**config.mk**
```make
export PLATFORM = sky130hd
export DESIGN_NAME = wb_master_port
export DESIGN_NICKNAME = d
export VERILOG_FILES = /design/src/rtl/wb_master_port.sv
export SDC_FILE = /design/constraint.sdc
export NUM_CORES = 1
export LEC_CHECK = 0
export BUFFER_PORTS_ARGS = -buffer_cell sky130_fd_sc_hd__buf_4
export CAP_MARGIN = 20
export CORE_MARGIN = 4
export CORE_UTILIZATION = 47
export DETAILED_ROUTE_END_ITERATION = 8
export PLACE_DENSITY = 0.79
export SKIP_CTS_REPAIR_TIMING = 1
export SLEW_MARGIN = 20
export SYNTH_ARGS = -nofsm -noshare
export SYNTH_HDL_FRONTEND = slang
export SYNTH_SLANG_ARGS = --single-unit
```
**constraint.sdc**
```tcl
create_clock -name clk_i -period 2.4 [get_ports clk_i]
set_input_delay 0.12 -clock clk_i [delete_from_list [all_inputs] [get_ports clk_i]]
set_output_delay 0.12 -clock clk_i [all_outputs]
set_load 0.01 [all_outputs]
```
**src/rtl/wb_master_port.sv**
```systemverilog
// Wishbone classic single-transfer master: turns one CPU byte/word request into one
// bus cycle with lane steering, ack wait, aligned read return, misalign/timeout errors.
module wb_master_port #(
    parameter int ADDR    = 16,
    parameter int TIMEOUT = 15
) (
    input  logic            clk_i,
    input  logic            rst_i,
    input  logic            req_i,
    input  logic            req_we_i,
    input  logic            req_byte_i,
    input  logic [ADDR-1:0] req_adr_i,
    input  logic [15:0]     req_dat_i,
    output logic            req_rdy_o,
    output logic            done_o,
    output logic            err_o,
    output logic [15:0]     rdat_o,
    output logic            cyc_o,
    output logic            stb_o,
    output logic            we_o,
    output logic [1:0]      sel_o,
    output logic [ADDR-2:0] adr_o,
    output logic [15:0]     dat_o,
    input  logic            ack_i,
    input  logic [15:0]     dat_i,
    output logic [1:0]      state_o
);

    // Handshake: a request is taken on any rising edge where req_i=1 and req_rdy_o=1;
    // done_o/err_o are single-cycle pulses, never both high; ack_i counts only in BUS.

    localparam int CW = (TIMEOUT > 0) ? $clog2(TIMEOUT + 1) : 1;
    localparam logic [CW-1:0] TO_LAST = (TIMEOUT > 0) ? CW'(TIMEOUT - 1) : '0;
    localparam logic [CW-1:0] CNT_MAX = '1;

    typedef enum logic [1:0] {
        S_IDLE = 2'd0,
        S_BUS  = 2'd1,
        S_GAP  = 2'd2
    } state_t;

    state_t        state, state_nxt;
    logic          we_q;
    logic [CW-1:0] cnt;
    logic          misaligned;
    logic          start;
    logic          timeout_hit;
    logic          done_nxt;
    logic          err_nxt;
    logic          capture;

    assign misaligned  = !req_byte_i && req_adr_i[0];
    assign start       = (state == S_IDLE) && req_i && !misaligned;
    // The abort lands on the edge where the counter would reach TIMEOUT.
    assign timeout_hit = (TIMEOUT > 0) && (cnt == TO_LAST);

    always_comb begin
        state_nxt = state;
        done_nxt  = 1'b0;
        err_nxt   = 1'b0;
        capture   = 1'b0;
        case (state)
            S_IDLE: begin
                if (req_i) begin
                    if (misaligned) begin
                        err_nxt   = 1'b1;
                        state_nxt = S_GAP;
                    end else begin
                        state_nxt = S_BUS;
                    end
                end
            end
            S_BUS: begin
                if (ack_i) begin
                    done_nxt  = 1'b1;
                    capture   = !we_q;
                    state_nxt = S_GAP;
                end else if (timeout_hit) begin
                    err_nxt   = 1'b1;
                    state_nxt = S_GAP;
                end
            end
            S_GAP:   state_nxt = S_IDLE;
            default: state_nxt = S_IDLE;
        endcase
    end

    always_ff @(posedge clk_i or negedge rst_i) begin
        if (!rst_i) begin
            state  <= S_IDLE;
            done_o <= 1'b0;
            err_o  <= 1'b0;
            we_q   <= 1'b0;
            adr_o  <= '0;
            sel_o  <= 2'b00;
            dat_o  <= 16'h0000;
            rdat_o <= 16'h0000;
            cnt    <= '0;
        end else begin
            state  <= state_nxt;
            done_o <= done_nxt;
            err_o  <= err_nxt;
            if (start) begin
                we_q  <= req_we_i;
                adr_o <= req_adr_i[ADDR-1:1];
                cnt   <= '0;
                if (req_byte_i) begin
                    sel_o <= req_adr_i[0] ? 2'b10 : 2'b01;
                    dat_o <= {req_dat_i[7:0], req_dat_i[7:0]};
                end else begin
                    sel_o <= 2'b11;
                    dat_o <= req_dat_i;
                end
            end else if (state == S_BUS && !ack_i && cnt != CNT_MAX) begin
                cnt <= cnt + 1'b1;
            end
            // Only the selected lanes of dat_i are looked at; the others may be X.
            if (capture) begin
                if (sel_o == 2'b11)
                    rdat_o <= dat_i;
                else if (sel_o[1])
                    rdat_o <= {8'h00, dat_i[15:8]};
                else
                    rdat_o <= {8'h00, dat_i[7:0]};
            end
        end
    end

    assign cyc_o     = (state == S_BUS);
    assign stb_o     = (state == S_BUS);
    assign we_o      = we_q && (state == S_BUS);
    assign req_rdy_o = (state == S_IDLE);
    assign state_o   = state;

endmodule

```
=== Yosys cells after proc, flatten, opt, wreduce, memory -nomap -nowiden ===
Index checks and enable logic that the tools add are counted.

* Register bits after elaboration: 58
* Bits in latches: 0
* Memory bits (writable): 0
* Memory bits (read-only): 0
* Input bits: 54
* Output and inout bits: 57
* Word-level logic and storage cells: 50
* Memories: 0

* Add/sub/neg operators: 1
* Multiply operators: 0
* Divide/modulo/power cells: 0
* $lt $le $gt $ge: 0
* Equality and inequality tests: 6
* Shifts and indexed selects: 0
* Mux-type cells: 21
* Bitwise logic cells: 0
* Reductions and logical operators: 13

{| class="wikitable"
|+ Operator list
! cell !! number
|-
| $mux 16 || 2
|-
| $mux 2 || 6
|-
| $mux 1 || 8
|-
| $mux 4 || 2
|-
| $mux 8 || 1
|-
| $logic_and 1x1->1 || 6
|-
| $add 4x1->4 const B || 1
|-
| $eq 4x4->1 const B || 1
|-
| $logic_not 1->1 || 4
|-
| $ne 4x4->1 const B || 1
|-
| $pmux 2 s2 || 1
|-
| $ne 3x1->1 const B || 1
|-
| $eq 2x1->1 const B || 1
|-
| $eq 2x2->1 const B || 1
|-
| $logic_not 2->1 || 1
|-
| $ne 2x2->1 const B || 1
|-
| $pmux 1 s2 || 1
|-
| $reduce_and 2->1 || 1
|-
| $reduce_bool 2->1 || 1
|}

=== Longest topological paths before layout ===
* Depth in word-level cells: 5
* Mapped depth: 5

=== Least setup slack after synthesis ===
Ideal clock, no wire load.

* Kind: register to register
* Start point: register state[0], in the netlist state_o[0]
* End point: register adr_o[0]
* Arrival: 1.601 ns
* Required time: 2.273 ns
* Path slack: 0.672 ns
* Cell stages (with the launch flop): 5
* Period minus slack after synthesis: 1.728 ns
* Path through: dfrtp_1 -> or3b_4 -> nor2_4 -> buf_6 -> mux2_1

* Cells in the longest elaborated chain, start to end: 3

{| class="wikitable"
|+ Ends and longest elaborated chain
! element !! RTL line !! text
|-
| from (decl) || 42 || <nowiki>state_t state, state_nxt;</nowiki>
|-
| from (signal assigned) || 100 || <nowiki>state <= state_nxt;</nowiki>
|-
| $logic_not 2->1 || 53 || <nowiki>assign start = (state == S_IDLE) && req_i && !misaligned;</nowiki>
|-
| $logic_and 1x1->1 (2 in a row) || 53 ||
|-
| to (signal assigned) || 105 || <nowiki>adr_o <= req_adr_i[ADDR-1:1];</nowiki>
|-
| to (decl) || 22 || <nowiki>output logic [ADDR-2:0] adr_o,</nowiki>
|}

Every way passes these cells.
A chain may end at the register's enable or synchronous reset.

=== Worst setup path after layout ===
* Start point: register state[0], in the netlist state_o[0]
* End point: register dat_o[11]

* Cells in the longest elaborated chain, start to end: 3

{| class="wikitable"
|+ Ends and longest elaborated chain
! element !! RTL line !! text
|-
| $logic_not 2->1 || 53 ||
|-
| $logic_and 1x1->1 (2 in a row) || 53 ||
|-
| to (signal assigned) || 109 || <nowiki>dat_o <= {req_dat_i[7:0], req_dat_i[7:0]};</nowiki>
|-
| to (signal assigned) || 112 || <nowiki>dat_o <= req_dat_i;</nowiki>
|-
| to (decl) || 23 || <nowiki>output logic [15:0] dat_o,</nowiki>
|}

Every way passes these cells.

==> run summary <==
status: completed
critical path capture point type: register
Iteration-0 DRC Markers: 34
Hold WC Path Type: in2reg
DRC Markers: 0
Mapped Area: 2520 sq um
routed wl met2: 2.92 mm
CTS Buffer Depth: 2
Initial Util: 48.8%
Die ar.: 6610 sq um
reg-to-reg critical path startpoint: state_o[0]
clock skew: 4.44 ps
Fin Setup TNS: 0 ps
synth warn: 0
number of global-route vias before repair: 1,918
uppermost layer routed: met4
DPL Wire Length: 4.30 mm
CP Data Arrival Time: 2090 ps
P&R area growth vs syn: 47.1%
PD cells: 1260 nW/um^2
Diodes inserted: 0
Post-Route WL: 6.05 mm
Rel. slew slack: 53.0%
Core Area: 5170 sq um
Root Buffer Master: clkbuf_8
final antenna-violating net count: 0
fmax: 532 MHz
Synth Register Bits: 58
Buffers on Ports: 110
sequential share of the synthesized area: 57.5%
global-route usage over all layers: 19.0%
GRT Residual Overflow: 0
CTS tree: yes
Die Ht: 81.3 um
CTS Buf Count: 9
worst-margin pin slew: 705 ps
critical hold path startpoint: req_adr_i[3]
RSZ-0062 raised after global routing: no
global-route wire length before repair: 9.29 mm
Slew Limit Fails: 0
critical-path cell list: or3b_4 > nor2_4 > buf_4 > mux2_2
RePlAce Congestion: 0.791
hold_ws: 6.09 ps
final-report hold violation count: 0
largest net degree at the start of global routing: 59
async set or reset register ratio after synthesis: 100%
worst endpoint required time: 2610 ps
CP peak stage delay: 460 ps
Pwr Total: 4.66 mW
P_leak: 1.86 nW
Critical-path top delay cell: dfrtp_1
commonest non-fill, non-tap cells in the layout: buf_4, dfrtp_1, nand2_1
Sink Count: 58
Crit Path Category: reg2reg
MaxCap Viol Count: 0
first-pass detailed-route iteration total: 4
prevailing post-synth register cell: dfrtp_1
number of endpoints failing setup at the final stage: 0
Mapped Cells: 198
share of cells above drive strength 1: 47.4%
peak supply drop: 0.688 mV
fraction of the cycle the final worst path needs: 78.3%
DR WL met3: 603 um
non-filler instance count after layout: 395
CP max FO: 26
Worst-Skew Late Latency: 330 ps
initial antenna violation count: 0
via/cell ratio: 5.06
# nets final: 376
Clock Pin Slew Worst Setup and Hold Paths: 60 ps
io pins: 111
total number of vias: 1,999
num rows: 26
M1 WL: 2.43 mm
Crit. Startpoint: state_o[0]
Post-synth EDFFs: 0
fillers: 387
most common cell after layout, fill and taps aside: buf_4
startpoint types: register
WL/cell: 15.3 um
htree depth: 3
Die W: 81.3 um
syn nets: 254
final period demand of the worst path: 1880 ps
placed insts: 371
Yosys cell types: 34
syn avg cell area: 12.8 sq um
-- where the power goes --
group          internal (mW)  switching, mW  total [mW]
combinational           1.06          0.833        1.89
sequential              1.44          0.301        1.74
clock                  0.668          0.369        1.04
-- flip-flops by register name, summed over array words and instances, names as in the netlist --
| signal | flops |
|---|---|
| cnt | 4 |
| dat_o | 16 |
| err_o | 1 |
| sel_o | 2 |
| state_o | 2 |
| we_q | 1 |
| done_o | 1 |
| adr_o | 15 |
| rdat_o | 16 |
-- Yosys cell counts (2+ instances only) --
library cell  instances  area share [%]
a21oi_1               3            0.59
and2_1                2            0.50
buf_6                 3             1.3
clkbuf_1              4            0.59
dfrtp_1              58              57
ha_1                  2            0.99
mux2_1               17             7.6
mux2_2               16             7.1
mux2_4                7             4.2
mux2i_1              10             4.0
nand2_1              26             3.9
nand3_1              15             3.0
nor2b_1               2            0.50
o21ai_0              13             2.6
-- metrics by stage --
stage               worst slack (ps)  area, sq um  util [%]
CTS                              506         3630      70.2
global route                     411         3710      71.8
detailed placement               512         3400      65.7
finish                           521         3710      71.8
global placement                 573         3400      65.7
floorplan                        672         2520         -
-- final cells by class --
| type | count | area [sq um] | area share (%) |
|---|---|---|---|
| Inverter | 1 | 3.75 | 0.101 |
| Clock inverter | 4 | 72.6 | 1.95 |
| Timing Repair Buffer | 121 | 928 | 25.0 |
| Sequential cell | 58 | 1450 | 39.1 |
| Tap cell | 70 | 87.6 | 2.36 |
| Clock buffer | 12 | 165 | 4.45 |
| Multi-Input combinational cell | 129 | 1000 | 27.1 |
-- worst max-delay path: cells and delay by family (launching register included) --
kind / cells / cell delay [ps]
buffers and inverters: 1 / 340
flip-flops: 1 / 460
multiplexers: 1 / 380
AND/OR/NAND/NOR: 2 / 580
-- final timing paths --
path | end | slack, ps | cells past startpoint
max | dat_o[11] | 520 | 4
min | adr_o[2] | 6 | 2
max reg2reg | dat_o[11] | 520 | 4
min reg2reg | rdat_o[13] | 470 | 2
max in group asynchronous | err_o | 1520 | 2
min in group asynchronous | adr_o[8] | 410 | 2
-- layer usage --
metal  track usage, %  vias to the layer above
met3             6.43                       10
met5                0                        -
met1             22.7                      949
met4             7.94                        0
li1                 -                      937
met2             31.1                      103
-- kinds of logic after synthesis --
family | synth area share (%)
buf+inv | 2.72
simple gates | 11.8
fa+ha+maj | 0.991
flops | 57.5
compound gates | 4.16
mux | 22.8
(Power assumes the default switching activity.)
